**src/rtl/pipe_ctrl_pkg.sv**
```systemverilog
// Shared types and helpers for the pipeline control logic (hazard unit, forwarding unit).
package pipe_ctrl_pkg;

  typedef enum logic [1:0] {
    RUN      = 2'd0,
    MEM_WAIT = 2'd1,
    TIMEOUT  = 2'd2
  } state_e;

  localparam int          REG_W_DEF = 5;
  localparam int unsigned REG_X0    = 0;

  // Width-agnostic: callers do the register compares, so any REG_W can share this.
  function automatic logic load_use(input logic memread,
                                    input logic rd_nonzero,
                                    input logic rs1_used,
                                    input logic rs1_match,
                                    input logic rs2_used,
                                    input logic rs2_match);
    return memread & rd_nonzero & ((rs1_used & rs1_match) | (rs2_used & rs2_match));
  endfunction

endpackage

```
**src/rtl/sat_counter.sv**
```systemverilog
// Up-counter that sticks at all-ones instead of wrapping.
module sat_counter #(
  parameter int W = 32
) (
  input  logic         clk_i,
  input  logic         rst_i,
  input  logic         inc_i,
  output logic [W-1:0] cnt_o
);

  // NOTE: sequential state uses non-blocking assignments so every flop samples pre-edge values.
  always_ff @(posedge clk_i) begin
    if (rst_i) begin
      cnt_o <= '0;
    end else if (inc_i && (cnt_o != '1)) begin
      cnt_o <= cnt_o + 1'b1;
    end
  end

endmodule

```
**src/rtl/hazard_ctrl.sv**
```systemverilog
// Stall/flush controller for the 5-stage pipeline: load-use bubbles, memory freeze,
// branch flush, memory-stall watchdog and saturating performance counters.
module hazard_ctrl
  import pipe_ctrl_pkg::*;
#(
  parameter int REG_W       = REG_W_DEF,
  parameter int CNT_W       = 32,
  parameter int MEM_TIMEOUT = 64
) (
  input  logic             clk_i,
  input  logic             rst_i,
  input  logic [REG_W-1:0] id_rs1_i,
  input  logic [REG_W-1:0] id_rs2_i,
  input  logic             id_rs1_used_i,
  input  logic             id_rs2_used_i,
  input  logic             idex_memread_i,
  input  logic [REG_W-1:0] idex_rd_i,
  input  logic             branch_taken_i,
  input  logic             mem_stall_i,
  output logic             pc_write_o,
  output logic             ifid_write_o,
  output logic             ifid_flush_o,
  output logic             idex_bubble_o,
  output logic             freeze_o,
  output logic             timeout_err_o,
  output logic [CNT_W-1:0] stall_cnt_o,
  output logic [CNT_W-1:0] flush_cnt_o
);

  localparam bit WD_EN  = (MEM_TIMEOUT != 0);
  // Wide enough to hold MEM_TIMEOUT, so the compare is always reached before any wrap.
  localparam int WAIT_W = (MEM_TIMEOUT < 1) ? 1 : $clog2(MEM_TIMEOUT + 1);
  localparam logic [WAIT_W-1:0] WAIT_LAST = WAIT_W'((MEM_TIMEOUT > 0) ? MEM_TIMEOUT - 1 : 0);

  state_e            state;
  logic [WAIT_W-1:0] wait_cnt;
  logic              lu;
  logic              freeze;

  assign lu = load_use(idex_memread_i,
                       idex_rd_i != REG_W'(REG_X0),
                       id_rs1_used_i, idex_rd_i == id_rs1_i,
                       id_rs2_used_i, idex_rd_i == id_rs2_i);

  assign freeze        = mem_stall_i | (state == TIMEOUT);
  assign timeout_err_o = (state == TIMEOUT);

  // Priority freeze > load-use > branch; a branch resolved alongside a load-use used stale operands.
  always_comb begin
    // NOTE: every output gets a default first so no path through the block can infer a latch.
    pc_write_o    = 1'b1;
    ifid_write_o  = 1'b1;
    ifid_flush_o  = 1'b0;
    idex_bubble_o = 1'b0;
    freeze_o      = 1'b0;
    if (freeze) begin
      pc_write_o   = 1'b0;
      ifid_write_o = 1'b0;
      freeze_o     = 1'b1;
    end else if (lu) begin
      pc_write_o    = 1'b0;
      ifid_write_o  = 1'b0;
      idex_bubble_o = 1'b1;
    end else if (branch_taken_i) begin
      ifid_flush_o = 1'b1;
    end
  end

  // Watchdog: wait_cnt holds the number of consecutive stalled cycles seen so far.
  always_ff @(posedge clk_i) begin
    if (rst_i) begin
      state    <= RUN;
      wait_cnt <= '0;
    end else begin
      case (state)
        RUN: begin
          if (mem_stall_i) begin
            if (MEM_TIMEOUT == 1) begin
              state <= TIMEOUT;
            end else begin
              state    <= MEM_WAIT;
              wait_cnt <= WAIT_W'(1);
            end
          end
        end
        MEM_WAIT: begin
          if (!mem_stall_i) begin
            state    <= RUN;
            wait_cnt <= '0;
          end else if (WD_EN && (wait_cnt == WAIT_LAST)) begin
            state <= TIMEOUT;
          end else if (wait_cnt != '1) begin
            wait_cnt <= wait_cnt + 1'b1;
          end
        end
        TIMEOUT: state <= TIMEOUT;
        default: begin
          state    <= RUN;
          wait_cnt <= '0;
        end
      endcase
    end
  end

  sat_counter #(.W(CNT_W)) u_stall_cnt (
    .clk_i (clk_i),
    .rst_i (rst_i),
    .inc_i (freeze_o | idex_bubble_o),
    .cnt_o (stall_cnt_o)
  );

  sat_counter #(.W(CNT_W)) u_flush_cnt (
    .clk_i (clk_i),
    .rst_i (rst_i),
    .inc_i (ifid_flush_o),
    .cnt_o (flush_cnt_o)
  );

endmodule

```
**config.mk**
```make
export PLATFORM = sky130hd
export DESIGN_NAME = hazard_ctrl
export DESIGN_NICKNAME = d
export VERILOG_FILES = /design/src/rtl/pipe_ctrl_pkg.sv /design/src/rtl/sat_counter.sv /design/src/rtl/hazard_ctrl.sv
export SDC_FILE = /design/constraint.sdc
export NUM_CORES = 1
export LEC_CHECK = 0
export CAP_MARGIN = 20
export CORE_MARGIN = 2
export CORE_UTILIZATION = 40
export CTS_BUF_LIST = sky130_fd_sc_hd__clkbuf_4
export CTS_CLUSTER_SIZE = 10
export DETAILED_ROUTE_END_ITERATION = 6
export GPL_TIMING_DRIVEN = 0
export PLACE_DENSITY = 0.68
export SLEW_MARGIN = 40
export SYNTH_ARGS = -nofsm -noshare
export SYNTH_HDL_FRONTEND = slang
export SYNTH_SLANG_ARGS = --single-unit
```
**constraint.sdc**
```tcl
create_clock -name clk_i -period 5 [get_ports clk_i]
set_input_delay 1 -clock clk_i [delete_from_list [all_inputs] [get_ports clk_i]]
set_output_delay 1 -clock clk_i [all_outputs]
set_load 0.02 [all_outputs]
```
==> results.md <==
- The run finished with clean final reports.
- The final core utilization is 54.5%.
- From synthesis to final layout, the design area changed by 31.4%.
- The number of failing setup endpoints in the final timing report is 0.
- Along the worst hold path, the cell count comes to 2.
- Once the floorplan was initialized, standard cells occupied 41.5% of the core.
- The total detailed-routing wirelength is 10,900 um.
- The final setup TNS is 0 ps.
- 0 antenna diodes ended up in the layout.
- The number of setup buffers added after CTS is 0.
- The max-cap check violation count is 0.
- Global routing consumed, on the met3 layer, 4.86% of the routing resources.
- The number of global-route vias before repair is 3,662.
- The worst-case clock buffer depth is 2.
- Of the synthesized area, sequential elements account for 37.9%.
- At the later pin of the worst-skew pair, clock insertion delay measures 420 ps.
- The global routing stage identified its most utilized layer as met2.
- Counting every sink on the clock net gives 73.
- After synthesis, the mean cell area works out to 8.13 um^2.
- The detailed placer's ending HPWL is 8110 um.
- The design area is 5060 um^2.
- The pre-antenna-repair detailed-routing pass consisted of 4 iterations.
- In the layout the commonest cells are clkdlybuf4s50_1 (91), dfxtp_1 (73), a21oi_1 (44).
- In this run, synthesis inferred 0 flip-flops with an integrated enable.
- TritonCTS built the clock tree.
- The final max-slew violation count is 0.
- Data on the critical path arrives at its endpoint at 3550 ps.
- In this run the horizontal extent of the chip is 102 um.
- The post-layout total power is 1.06 mW.
- The post-cts repair resize count is 0.
- The height of the chip is 102 um.
- Synthesis produced a netlist whose cell count is 474.
- The core box area is 9280 um^2.
- Along the worst path, the maximum fanout reaches 10.
- Yosys printed 0 warnings.
- The total routing usage reported by global routing is 21.5%.
- The clock-pin slew reported for the worst setup and hold paths after clock tree synthesis is 120 ps.
- The count of nets after finishing is 601.
- The initial antenna violation count came to 0.
- The count of nets left with antenna violations after detail routing is 0.
- The maximum number of pins on one net before global-route repair is 14.
- The slew at the pin closest to its max-slew limit is 844 ps.
- In this run the core area contains 35 standard-cell rows.
- For the final database, setup skew stands at 20.1 ps.
- The instance area after placement is 4920 um^2.
- The type of the worst setup path is input port to output pin.
- The detailed router's first-iteration violation count is 142.
- The net count of the mapped netlist is 499.
- The most frequent standard cell in the layout excluding fill and tap cells is clkdlybuf4s50_1.
- The number of buffers added to fix hold violations after cts is 0.
- The fill cell instance count of the final layout is 887.
- Buffers placed on the I/O ports in this run total 91.
- IR analysis of the VDD net gives a maximum drop of 0.134 mV.
- Setup repair after global routing left no endpoint under its margin.
- The total power density per cell area is 209 nW/um^2.
- The leakage power total is 1.56 nW.
- The root cell of the clock tree is clkbuf_4.
- The congestion estimate from routability-driven global placement came to 0.922.
- The tightest hold path in the finished design has a slack of 438 ps.
- In this run, CTS created clock tree buffers numbering 9.
- The shortest clock period the worst path allows after layout is 4550 ps.
- The number of cells on the worst reg-to-reg path is 8.
- For this run, design rule violations remaining after detail routing come to 0.
- In the finished design, the share of the clock period the worst path needs comes to 91.0%.
- The total grt overflow is 0.
- In this run the tightest slew margin relative to its limit is 43.7%.
- In the final routed layout, each cell accounts on average for 15.4 um.
- The floorplan step defined a die boundary enclosing 10,400 um^2.
- The category of the worst setup path capture point is an output pin.
- The most used flip-flop cell after synthesis is dfxtp_1.
- The number of different library cells used by synthesis comes to 48.
- The met1 usage in global routing is 27.6%.
- Data on the critical path is required at its endpoint by 4000 ps.
- The detailed router placed 3,966 vias in this run.
- The category of the worst setup path launch point is an input port.
- The cell area that synthesis handed to floorplanning was 3850 um^2.
- The post-route netlist has 6.37% of its cells at a drive strength greater than 1.
- The number of top-level pins is 92.
- The min-delay analysis places its worst path in the category flip-flop to flip-flop.
- The H-tree depth is 3.
- The count of final hold-check violations is 0.
- The first global-routing pass estimated 17,700 um of wire.
- The highest achievable clock rate is 0.220 GHz.
- The share of synthesized flip-flops with an asynchronous set or reset is 0%.
- The via density per instance is 5.59.
- The flip-flop and latch count after synthesis is 73.
- The met2 layer usage reported by global route is 36.4%.
[state kept, by name, indices dropped and copies added (netlist names)]
register and count:
state 2, u_flush_cnt.cnt_o 32, wait_cnt 7, u_stall_cnt.cnt_o 32
[metal layers]
layer  up-vias  share of wire, %  routed length (um)
met2       155                48                5220
met3        16               6.9                 756
met5         -                 0                   0
li1       1950                 -                   -
met1      1845                43                4740
met4         0               1.8                 198
[path summary, 6_finish.rpt]
kind	start	endpoint	slack [ps]
worst max-delay path	idex_rd_i[2]	ifid_flush_o	450
worst min-delay path	wait_cnt[6]	wait_cnt[6]	440
worst max register to register	u_stall_cnt.cnt_o[0]	u_stall_cnt.cnt_o[21]	2370
worst min register to register	wait_cnt[6]	wait_cnt[6]	440
[metrics by stage]
step,instances,setup WS (ps)
final,710,450
after global routing,710,320
after CTS,710,451
after detailed placement,694,446
after global placement,694,467
after floorplan,474,1650
[cell usage after synthesis, drive strengths merged (10+ instances only)]
library cell / number / area share [%]
dfxtp: 73 / 38
xnor2: 20 / 4.5
o31ai: 16 / 3.1
and3: 12 / 1.9
nor2b: 20 / 3.2
o21ai: 27 / 3.9
nand4: 18 / 2.9
mux2: 10 / 2.9
nand3: 31 / 4.0
or3: 25 / 4.1
or4: 18 / 3.6
clkbuf: 12 / 1.2
nor2: 38 / 3.8
nand2: 40 / 3.9
a21oi: 44 / 5.7
[critical path, cell delays in order]
cell and delay (ps):
clkdlybuf4s50_1 500, or4_4 580, o21ai_4 280, o211ai_2 140, buf_2 200, buf_2 190
inv_1 60, clkdlybuf4s50_1 590
[cells by family (layout without fill, tap and decap cells)]
logic type / after synthesis / count (layout) / share of synthesized area (%)
compound gates: 100 / 100 / 15.8
xor+xnor: 26 / 26 / 5.91
fa+ha+maj: 3 / 3 / 0.974
buf+inv: 27 / 134 / 2.86
flops: 73 / 73 / 37.9
mux: 13 / 13 / 3.70
simple gates: 232 / 232 / 32.8
[cell type report]
class	count	area, um^2	area share [%]
clock inverter	7	71.3	1.41
multi-input combinational	374	2280	45.0
clock buffer	9	67.6	1.33
timing repair buffer	91	911	18.0
tap	129	161	3.19
sequential	73	1460	28.9
buffer	19	80.1	1.58
inverter	8	30.0	0.593
[power by group]
part           internal (mW)  leakage, nW  switching, mW
combinational         0.0416        0.911         0.0520
clock                  0.150       0.0578          0.222
sequential             0.586        0.589        0.00598
(Power assumes the default switching activity.)
